## config.mk

```make
export PLATFORM = sky130hd
export DESIGN_NAME = instr_fetch_unit_flat
export DESIGN_NICKNAME = d
export VERILOG_FILES = /design/src/rtl/instr_fetch_unit_if.sv /design/src/rtl/instr_fetch_unit.sv /design/src/flat_wrapper.sv
export SDC_FILE = /design/constraint.sdc
export NUM_CORES = 1
export LEC_CHECK = 0
export ABC_AREA = 1
export CORE_ASPECT_RATIO = 0.8
export CORE_UTILIZATION = 50
export DETAILED_ROUTE_END_ITERATION = 6
export PLACE_DENSITY = 0.87
export SLEW_MARGIN = 25
export SYNTH_ARGS = -nofsm -noshare
export SYNTH_HDL_FRONTEND = slang
export SYNTH_SLANG_ARGS = --single-unit
export TNS_END_PERCENT = 100
```

## constraint.sdc

```tcl
create_clock -name clk -period 4 [get_ports clk]
set_input_delay 0.8 -clock clk [delete_from_list [all_inputs] [get_ports clk]]
set_output_delay 0.8 -clock clk [all_outputs]
set_load 0.05 [all_outputs]
```

## src/rtl/instr_fetch_unit_if.sv

```systemverilog
// Fetch-unit bus bundle: ROM read port, redirect request and decode handshake.
interface instr_fetch_unit_if #(
    parameter int unsigned ADDR_W = 4
);
    localparam int unsigned DATA_W = 32;

    logic              imem_en;
    logic [ADDR_W-1:0] imem_addr;
    logic [DATA_W-1:0] imem_data;
    logic              redirect_valid;
    logic [ADDR_W-1:0] redirect_pc;
    logic              instr_valid;
    logic              instr_ready;
    logic [DATA_W-1:0] instr_data;
    logic [ADDR_W-1:0] instr_pc;

    modport master (
        output imem_en, imem_addr,
        input  imem_data,
        input  redirect_valid, redirect_pc,
        output instr_valid, instr_data, instr_pc,
        input  instr_ready
    );

    modport slave (
        input  imem_en, imem_addr,
        output imem_data,
        output redirect_valid, redirect_pc,
        input  instr_valid, instr_data, instr_pc,
        output instr_ready
    );
endinterface

```

## src/rtl/instr_fetch_unit.sv

```systemverilog
// Instruction fetch front end: PC, one-cycle-latency ROM read issue and a 2-entry
// in-order buffer draining to decode, with a squashing redirect port.
module instr_fetch_unit #(
    parameter int unsigned ADDR_W   = 4,
    parameter int unsigned RESET_PC = 0
) (
    input  logic               clk,
    input  logic               rst_n,
    instr_fetch_unit_if.master bus
);
    localparam int unsigned       DATA_W = 32;
    localparam logic [ADDR_W-1:0] PC_RST = ADDR_W'(RESET_PC);

    logic              run_q, run_d;
    logic [ADDR_W-1:0] pc_q, pc_d;
    logic              infl_q, infl_d;
    logic [ADDR_W-1:0] infl_pc_q, infl_pc_d;
    logic              hd_vld_q, hd_vld_d;
    logic [DATA_W-1:0] hd_data_q, hd_data_d;
    logic [ADDR_W-1:0] hd_pc_q, hd_pc_d;
    logic              tl_vld_q, tl_vld_d;
    logic [DATA_W-1:0] tl_data_q, tl_data_d;
    logic [ADDR_W-1:0] tl_pc_q, tl_pc_d;

    logic [1:0] cnt;
    logic       pop;
    logic       push;
    logic       issue;

    assign cnt  = 2'(hd_vld_q) + 2'(tl_vld_q);
    assign pop  = hd_vld_q & bus.instr_ready;
    assign push = infl_q;
    // Issue only if the returning word is guaranteed a slot, crediting this cycle's pop.
    assign issue = run_q & ~bus.redirect_valid
                 & ((3'(cnt) + 3'(infl_q)) < (3'd2 + 3'(pop)));

    assign bus.imem_en     = issue;
    assign bus.imem_addr   = pc_q;
    assign bus.instr_valid = hd_vld_q;
    assign bus.instr_data  = hd_data_q;
    assign bus.instr_pc    = hd_pc_q;

    always_comb begin
        run_d     = 1'b1;
        pc_d      = pc_q;
        infl_d    = issue;
        infl_pc_d = infl_pc_q;
        hd_vld_d  = hd_vld_q;
        hd_data_d = hd_data_q;
        hd_pc_d   = hd_pc_q;
        tl_vld_d  = tl_vld_q;
        tl_data_d = tl_data_q;
        tl_pc_d   = tl_pc_q;

        if (issue) begin
            pc_d      = pc_q + ADDR_W'(1);
            infl_pc_d = pc_q;
        end

        // Redirect empties the buffer and drops the response landing this edge.
        if (bus.redirect_valid) begin
            pc_d     = bus.redirect_pc;
            hd_vld_d = 1'b0;
            tl_vld_d = 1'b0;
        end else begin
            if (pop) begin
                hd_vld_d  = tl_vld_q;
                hd_data_d = tl_data_q;
                hd_pc_d   = tl_pc_q;
                tl_vld_d  = 1'b0;
            end
            if (push) begin
                if (!hd_vld_d) begin
                    hd_vld_d  = 1'b1;
                    hd_data_d = bus.imem_data;
                    hd_pc_d   = infl_pc_q;
                end else begin
                    tl_vld_d  = 1'b1;
                    tl_data_d = bus.imem_data;
                    tl_pc_d   = infl_pc_q;
                end
            end
        end
    end

    always_ff @(posedge clk or negedge rst_n) begin
        if (!rst_n) begin
            run_q     <= 1'b0;
            pc_q      <= PC_RST;
            infl_q    <= 1'b0;
            infl_pc_q <= '0;
            hd_vld_q  <= 1'b0;
            hd_data_q <= '0;
            hd_pc_q   <= '0;
            tl_vld_q  <= 1'b0;
            tl_data_q <= '0;
            tl_pc_q   <= '0;
        end else begin
            run_q     <= run_d;
            pc_q      <= pc_d;
            infl_q    <= infl_d;
            infl_pc_q <= infl_pc_d;
            hd_vld_q  <= hd_vld_d;
            hd_data_q <= hd_data_d;
            hd_pc_q   <= hd_pc_d;
            tl_vld_q  <= tl_vld_d;
            tl_data_q <= tl_data_d;
            tl_pc_q   <= tl_pc_d;
        end
    end

    // A returning word must never find the buffer full with nothing leaving.
    a_no_overflow : assert property (@(posedge clk) disable iff (!rst_n)
        !(push && (cnt == 2'd2) && !pop));

endmodule

```

## src/flat_wrapper.sv

```systemverilog
// flat-port wrapper written by rule: the top's interface ports become plain ports
module instr_fetch_unit_flat 
#(
    parameter int unsigned ADDR_W   = 4,
    parameter int unsigned RESET_PC = 0
)
  (clk, rst_n, bus_imem_en, bus_imem_addr, bus_imem_data, bus_redirect_valid, bus_redirect_pc, bus_instr_valid, bus_instr_data, bus_instr_pc, bus_instr_ready);
  instr_fetch_unit_if #(.ADDR_W(ADDR_W)) bus_i ();
  input  logic clk;
  input  logic rst_n;
  output wire logic [$bits(bus_i.imem_en)-1:0] bus_imem_en;
  output wire logic [$bits(bus_i.imem_addr)-1:0] bus_imem_addr;
  input wire logic [$bits(bus_i.imem_data)-1:0] bus_imem_data;
  input wire logic [$bits(bus_i.redirect_valid)-1:0] bus_redirect_valid;
  input wire logic [$bits(bus_i.redirect_pc)-1:0] bus_redirect_pc;
  output wire logic [$bits(bus_i.instr_valid)-1:0] bus_instr_valid;
  output wire logic [$bits(bus_i.instr_data)-1:0] bus_instr_data;
  output wire logic [$bits(bus_i.instr_pc)-1:0] bus_instr_pc;
  input wire logic [$bits(bus_i.instr_ready)-1:0] bus_instr_ready;
  assign bus_imem_en = bus_i.imem_en;
  assign bus_imem_addr = bus_i.imem_addr;
  assign bus_i.imem_data = bus_imem_data;
  assign bus_i.redirect_valid = bus_redirect_valid;
  assign bus_i.redirect_pc = bus_redirect_pc;
  assign bus_instr_valid = bus_i.instr_valid;
  assign bus_instr_data = bus_i.instr_data;
  assign bus_instr_pc = bus_i.instr_pc;
  assign bus_i.instr_ready = bus_instr_ready;
  instr_fetch_unit #(.ADDR_W(ADDR_W), .RESET_PC(RESET_PC)) u_core (.clk(clk), .rst_n(rst_n), .bus(bus_i));
endmodule
```

# [Word level (Yosys, flattened, before mapping)]
# Index checks and enable logic that the tools add are counted.
[classes] addsub=4 n_lt_le_gt_ge=1 muxes=16 bitwise=4 reduce_logical=2
[op_table] cell="32-bit 2-to-1 mux" n=3
[op_table] cell="4-bit 2-to-1 mux" n=5
[op_table] cell="1-bit 2-to-1 mux" n=8
[op_table] cell="4-bit by 1-bit adder with 4-bit output (second input constant)" n=1
[op_table] cell="2-bit by 1-bit adder with 3-bit output" n=1
[op_table] cell="2-bit by 1-bit adder with 3-bit output (first input constant)" n=1
[op_table] cell="1-bit bitwise AND" n=3
[op_table] cell="3-bit less-than comparator" n=1
[op_table] cell="3-bit AND reduction" n=1
[op_table] cell="1-bit by 1-bit adder with 2-bit output" n=1
[op_table] cell="2-bit nonzero test" n=1
[op_table] cell="1-bit NOT" n=1
[totals] ff_bits=84 in_bits=40 output_inout_bits=42 wordCells=37

# [Logic depth before layout (Yosys ltp)]
# Gate-level depths: netlist of the first run.
[depth] word_depth=6 mapped_depth=8 mapped_depth_nobuf=8

# [Worst setup path before layout of the first run]
# No wires, ideal clock.
[synth_timing] path_kind="flip-flop to output port" start="register u_core.hd_vld_q, in the netlist u_core.bus.instr_valid" end="output port bus_imem_en" arrival_time_ps=1862 t_required_ps=3200 setup_slack_ps=1338 path_stages_with_launch=5 path_buffers=0 cell_sequence="dfrtp_1 > fa_1 > inv_1 > nand3_4 > a21oi_4"
[synth_between] elab_chain_cells=4 word_cells_on_any_way=6 classes_between="add/sub (3); order compare (1); bitwise (2)"
[synth_rtl] item="start: declaration" line_no="instr_fetch_unit.sv:18" text="logic hd_vld_q, hd_vld_d;"
[synth_rtl] item="start signal: assignment" line_no="instr_fetch_unit.sv:103" text="hd_vld_q <= hd_vld_d;"
[synth_rtl] item="1-bit by 1-bit adder with 2-bit output or 1-bit bitwise AND (tied branches)" line_no="instr_fetch_unit.sv:30, instr_fetch_unit.sv:31"
[synth_rtl] item="2-bit by 1-bit adder with 3-bit output" line_no="instr_fetch_unit.sv:35" text="& ((3'(cnt) + 3'(infl_q)) < (3'd2 + 3'(pop)));"
[synth_rtl] item="3-bit less-than comparator (*)" line_no="instr_fetch_unit.sv:35"
[synth_rtl] item="1-bit bitwise AND (*)" line_no="instr_fetch_unit.sv:35"
[synth_rtl] item="end: declaration" line_no="flat_wrapper.sv:11" text="output wire logic [$bits(bus_i.imem_en)-1:0] bus_imem_en;"
# Every way passes the cells marked *; elsewhere a longest branch is shown, timed or not.

# [Worst setup path after layout of the first run]
[layout_timing] start="input port bus_instr_ready" end="output port bus_imem_en"
[layout_between] elab_chain_cells=4
[layout_rtl] item="start: declaration" line_no="flat_wrapper.sv:19" text="input wire logic [$bits(bus_i.instr_ready)-1:0] bus_instr_ready;"
[layout_rtl] item="1-bit bitwise AND" line_no="instr_fetch_unit.sv:31" text="assign pop = hd_vld_q & bus.instr_ready;"
[layout_rtl] item="2-bit by 1-bit adder with 3-bit output" line_no="instr_fetch_unit.sv:35"
[layout_rtl] item="3-bit less-than comparator" line_no="instr_fetch_unit.sv:35"
[layout_rtl] item="1-bit bitwise AND" line_no="instr_fetch_unit.sv:35"
# No other way between the ends.

==> out/results.tsv, run 1 <==
metric	value	unit
outcome	completed	
combPwrFrac	31.8	%
worst_pin_slew	0.874	ns
setup_tns	0	ns
p_per_area	458	nW/µm²
endpoint_kind	primary output	
dieArea	9380	µm²
seqPwrFrac	43.9	%
vias	4094	
synthesis.nets	650	
pwr-share-clk	24.3	%
cts_buffer_depth	2	
drt_iter0_markers	272	
ys_types	24	
grt_pass1_vias	3988	
die_w	108	µm
holdWs	0.471	ns
postSynthAreaPerCell	7.40	µm²
critical_path_buf_inv_count	2	
grt_pass1_wl	17.9	mm
io_pins	82	
post_dp_cell_area	5190	µm²
cap_violations	0	
cp_slowest_stage_delay	0.60	ns
cts_tree	built	
clkTransAtPathRegs	0.08	ns
hp-class	in -> async	
drt-total-wl	10.6	mm
syn_area	4500	µm²
start_kind	input port	
path_max_fanout	39	
final_nets	708	
utilization	62.7	%
path_class	in -> out	
ys_seq_area_share	46.7	%
place_congestion	0.810	
finClkSkew	0.00978	ns
cts_sinks	84	
fin_crit_sh	71.7	%
fillers	739	
area_growth	19.8	%
synth_top_area_share	46.7	%
multi_input_area	1820	µm²
synth_seq_cells	84	
yosys.area.top_type	dfrtp_1	
routedWlPerCell	13.5	µm
fmax	349	MHz
cp.required	3.20	ns
relSlewSlack	41.6	%
htree_levels	3	
drive_gt1_share	4.48	%
antennaDiodeCount	0	
grt_max_degree	85	
viasPerCell	5.24	
cts_root_buf	clkbuf_8	
io_buffers	81	
power_switching	915	µW
power.internal	1.56	mW
synthTopCellsByArea	dfrtp_1, nand2_1, nand3_1	
post-route-drc-count	0	
rows	30	
drv_slew	0	
antenna_found_initial	0	
irDropWorstVdd	0.279	mV
core_area	8600	µm²
initial_core_util	52.3	%
cp_top_family	buffers and inverters	
sw_frac_of_total	37.0	%
grt_setup_unrepaired	false	
drtAntennaViolNets	0	
min_period	2.87	ns
yosys_warnings	0	
path_cells	buf_2 > nand3_4 > a21oi_4 > buf_12	
holdBufCountCts	0	
final_hold_viol_count	0	
grtUsageTotal	24.0	%
syn_inst	608	
critPathArrivalTime	2.07	ns
drt_first_pass_iters	5	
dpl.hpwl	6.55	mm
setup_viol	0	
p_leak	2.86	nW
clock_latency	0.35	ns
ff_latch_area	2100	µm²
postCtsSetupBuffers	0	
die_h	86.8	µm
overflow	0	
fin_area	5390	µm²
cts-buffers-inserted	9	
cts_resized	0	
crit_slowest_cell	buf_2	
[cell usage in the layout (no fill, tap or decap), drive strengths merged]
cell type	count
clkinvlp	2
a21oi	1
clkinv	1
fa	1
buf	8
nand2	241
nand4	2
nor2	1
xnor2	1
clkbuf	11
nand3	118
conb	1
clkdlybuf4s50	77
ha	1
bufinv	1
inv	77
dfrtp	84
o21ai	42
[synthesized netlist by cell type]
cell / instances
a21oi_4: 1
buf_2: 10
buf_4: 8
buf_6: 6
clkbuf_1: 8
clkbuf_4: 1
clkbuf_8: 5
conb_1: 1
dfrtp_1: 84
fa_1: 1
ha_1: 1
inv_1: 76
inv_4: 1
nand2_1: 239
nand2_2: 2
nand3_1: 116
nand3_2: 1
nand3_4: 1
nand4_1: 1
nand4_4: 1
nor2_1: 1
o21ai_0: 40
o21ai_1: 2
xnor2_1: 1
[flip-flops by register name, summed over array words and instances, names as in the netlist]
name and flops:
u_core.bus.instr_pc 4, u_core.infl_pc_q 4, u_core.tl_pc_q 4, u_core.bus.instr_data 32, u_core.run_q 1, u_core.tl_data_q 32
u_core.tl_vld_q 1, u_core.infl_q 1, u_core.bus.instr_valid 1, u_core.bus.imem_addr 4
[power by group through the flow]
stage	registers (mW)	logic (mW)	clock network (mW)
after floorplan	1.32	0.295	0
after global placement	1.09	0.760	0
after detailed placement	1.10	0.784	0
after CTS	1.08	0.788	0.602
after global routing	1.10	0.861	0.634
final	1.08	0.785	0.600
[final timing paths]
check	cells after the start	slack (ns)	to	start
setup / recovery	4	1.13	bus_imem_en	bus_instr_ready
hold / removal	1	0.47	u_core.bus.instr_data[0]	rst_n
setup reg to reg	3	1.79	u_core.tl_data_q[1]	u_core.infl_q
hold reg to reg	2	0.49	u_core.tl_data_q[24]	u_core.tl_data_q[24]
max in group asynchronous	1	2.96	u_core.bus.instr_valid	rst_n
min in group clk	2	0.49	u_core.tl_data_q[24]	u_core.tl_data_q[24]
[area by class of cell]
cell class | count | share of cell area, %
tap | 112 | 2.60
clock buffer | 11 | 2.62
multi-input combinational | 409 | 33.8
clock inverter | 4 | 0.929
inverter | 77 | 5.41
sequential | 84 | 39.0
timing repair buffer | 85 | 15.6
[kinds of logic (layout without fill, tap and decap cells)]
| group | count (synthesis) | after routing | synth area share [%] |
|---|---|---|---|
| flops | 84 | 84 | 46.7 |
| simple gates | 362 | 362 | 34.4 |
| xor+xnor | 1 | 1 | 0.195 |
| fa+ha+maj | 2 | 2 | 0.723 |
| other cells | 1 | 1 | 0.0834 |
| buf+inv | 115 | 177 | 12.8 |
| compound gates | 43 | 43 | 5.03 |
[metal layers]
layer  GRT usage [%]  wire length [µm]
met5               0                 0
met4            6.72               106
met3            5.71               815
met2            40.2              5110
met1            31.1              4530
[stage by stage]
step | worst slack (ns) | power [mW] | instances
after detailed placement | 1.15 | 1.88 | 767
after global routing | 1.05 | 2.60 | 782
after floorplan | 1.34 | 1.62 | 608
after CTS | 1.14 | 2.47 | 782
final | 1.13 | 2.47 | 782
after global placement | 1.19 | 1.85 | 767
(Power assumes the default switching activity.)
==> inputs of run 2 (changes only) <==
- clock period: 4 -> 2.9 ns (I/O delays scaled with it)
==> out/results.tsv, run 2 (synthesis gave the netlist of run 1 again) <==
metric	value	unit
final_common_cell	nand2_1	
cp_top_family	adder cells	
path_class	reg -> out	
grt_max_degree	74	
cts_resized	0	
grt_setup_unrepaired	false	
grt_pass1_vias	4083	
relSlewSlack	42.0	%
holdBufCountCts	0	
drt_first_pass_iters	5	
critPathArrivalTime	1.95	ns
final_hold_viol_count	0	
grtUsageTotal	25.5	%
drt-total-wl	10.8	mm
final_nets	713	
grt_pass1_wl	18.7	mm
initial_core_util	52.3	%
vias	4110	
p_per_area	642	nW/µm²
drive_gt1_share	5.19	%
die_h	86.8	µm
ff_latch_area	2100	µm²
drt_iter0_markers	333	
dieArea	9380	µm²
fin_area	5450	µm²
r2r_end	u_core.tl_data_q[12]	
setup_tns	0	ns
cp_slowest_stage_delay	0.47	ns
worst_r2r_startpoint	u_core.infl_q	
io_pins	82	
htree_levels	3	
drv_slew	0	
antennaDiodeCount	0	
cp.required	2.32	ns
cts_tree	built	
path_max_fanout	11	
hp-class	in -> async	
io_buffers	81	
routedWlPerCell	13.7	µm
layout_common_cells	nand2_1, nand3_1, dfrtp_1	
finClkSkew	0.0115	ns
overflow	0	
endpoint_kind	primary output	
clkTransAtPathRegs	0.08	ns
place_congestion	0.803	
cts_sinks	84	
fmax	395	MHz
fin_cells	787	
post-route-drc-count	0	
area_growth	21.1	%
dp.cells	772	
irDropWorstVdd	0.324	mV
drtAntennaViolNets	0	
crit_slowest_cell	fa_1	
cts_buffer_depth	2	
fin_crit_sh	87.2	%
cts_root_buf	clkbuf_8	
rows	30	
dpl.hpwl	6.86	mm
start_kind	flip-flop	
core_area	8600	µm²
reg2reg_slack	0.72	ns
setup_viol	0	
fillers	729	
multi_input_area	1820	µm²
r2r_cells	3	
critical_path_buf_inv_count	2	
cts-buffers-inserted	9	
min_period	2.53	ns
clock_latency	0.36	ns
worst_pin_slew	0.869	ns
path_cells	fa_1 > inv_1 > nand3_4 > a21oi_4 > buf_12	
viasPerCell	5.22	
cap_violations	0	
postCtsSetupBuffers	0	
die_w	108	µm
post_dp_cell_area	5230	µm²
antenna_found_initial	0	
p_leak	2.90	nW
outcome	completed	
-- run 2: report_power, final --
| part | switching [mW] | internal [mW] |
|---|---|---|
| combinational | 0.711 | 0.375 |
| clock | 0.411 | 0.504 |
| sequential | 0.136 | 1.36 |
-- run 2: metrics by stage --
step	hold slack, ns	worst slack [ns]	power, mW	util [%]
2_1_floorplan	0.284	0.458	2.23	-
3_3_place_gp	0.465	0.786	2.56	60.9
3_5_place_dp	0.472	0.658	2.60	60.9
4_1_cts	0.209	0.354	3.52	63.4
5_1_grt	0.236	0.278	3.70	63.4
6_report	0.197	0.370	3.50	63.4
-- run 2: cell type report --
cell class / count / area share [%]
clock buffers: 11 / 2.60
clock inverters: 4 / 1.36
inverters: 77 / 5.35
multi-input cells: 409 / 33.4
flip-flops and latches: 84 / 38.6
well taps: 112 / 2.57
repair buffers: 90 / 16.1
-- run 2: how the worst max path moves through the flow --
stage / from / to / depth (start not counted) / slack, ns
after floorplan: u_core.bus.instr_valid / bus_imem_en / 4 / 0.46
after global placement: u_core.bus.instr_valid / bus_imem_en / 5 / 0.79
after detailed placement: bus_instr_ready / u_core.tl_data_q[30] / 4 / 0.66
after CTS: u_core.bus.instr_valid / bus_imem_en / 5 / 0.35
after global routing: u_core.bus.instr_valid / bus_imem_en / 5 / 0.28
final: u_core.bus.instr_valid / bus_imem_en / 5 / 0.37
-- run 2: metal layers --
layer  global-route usage [%]  vias up  part of all wire [%]
met5                        0        -                     0
met4                     8.84        0                   1.6
met3                     6.39       22                   7.8
met2                     40.6      173                    46
met1                     34.1     1902                    44
li1                         -     2013                     -
-- run 2: worst register-to-register path, cell delays in order (launching register included) --
cell and delay [ns]:
dfrtp_1 0.37, buf_4 0.43, nand4_4 0.78, o21ai_0 0.48
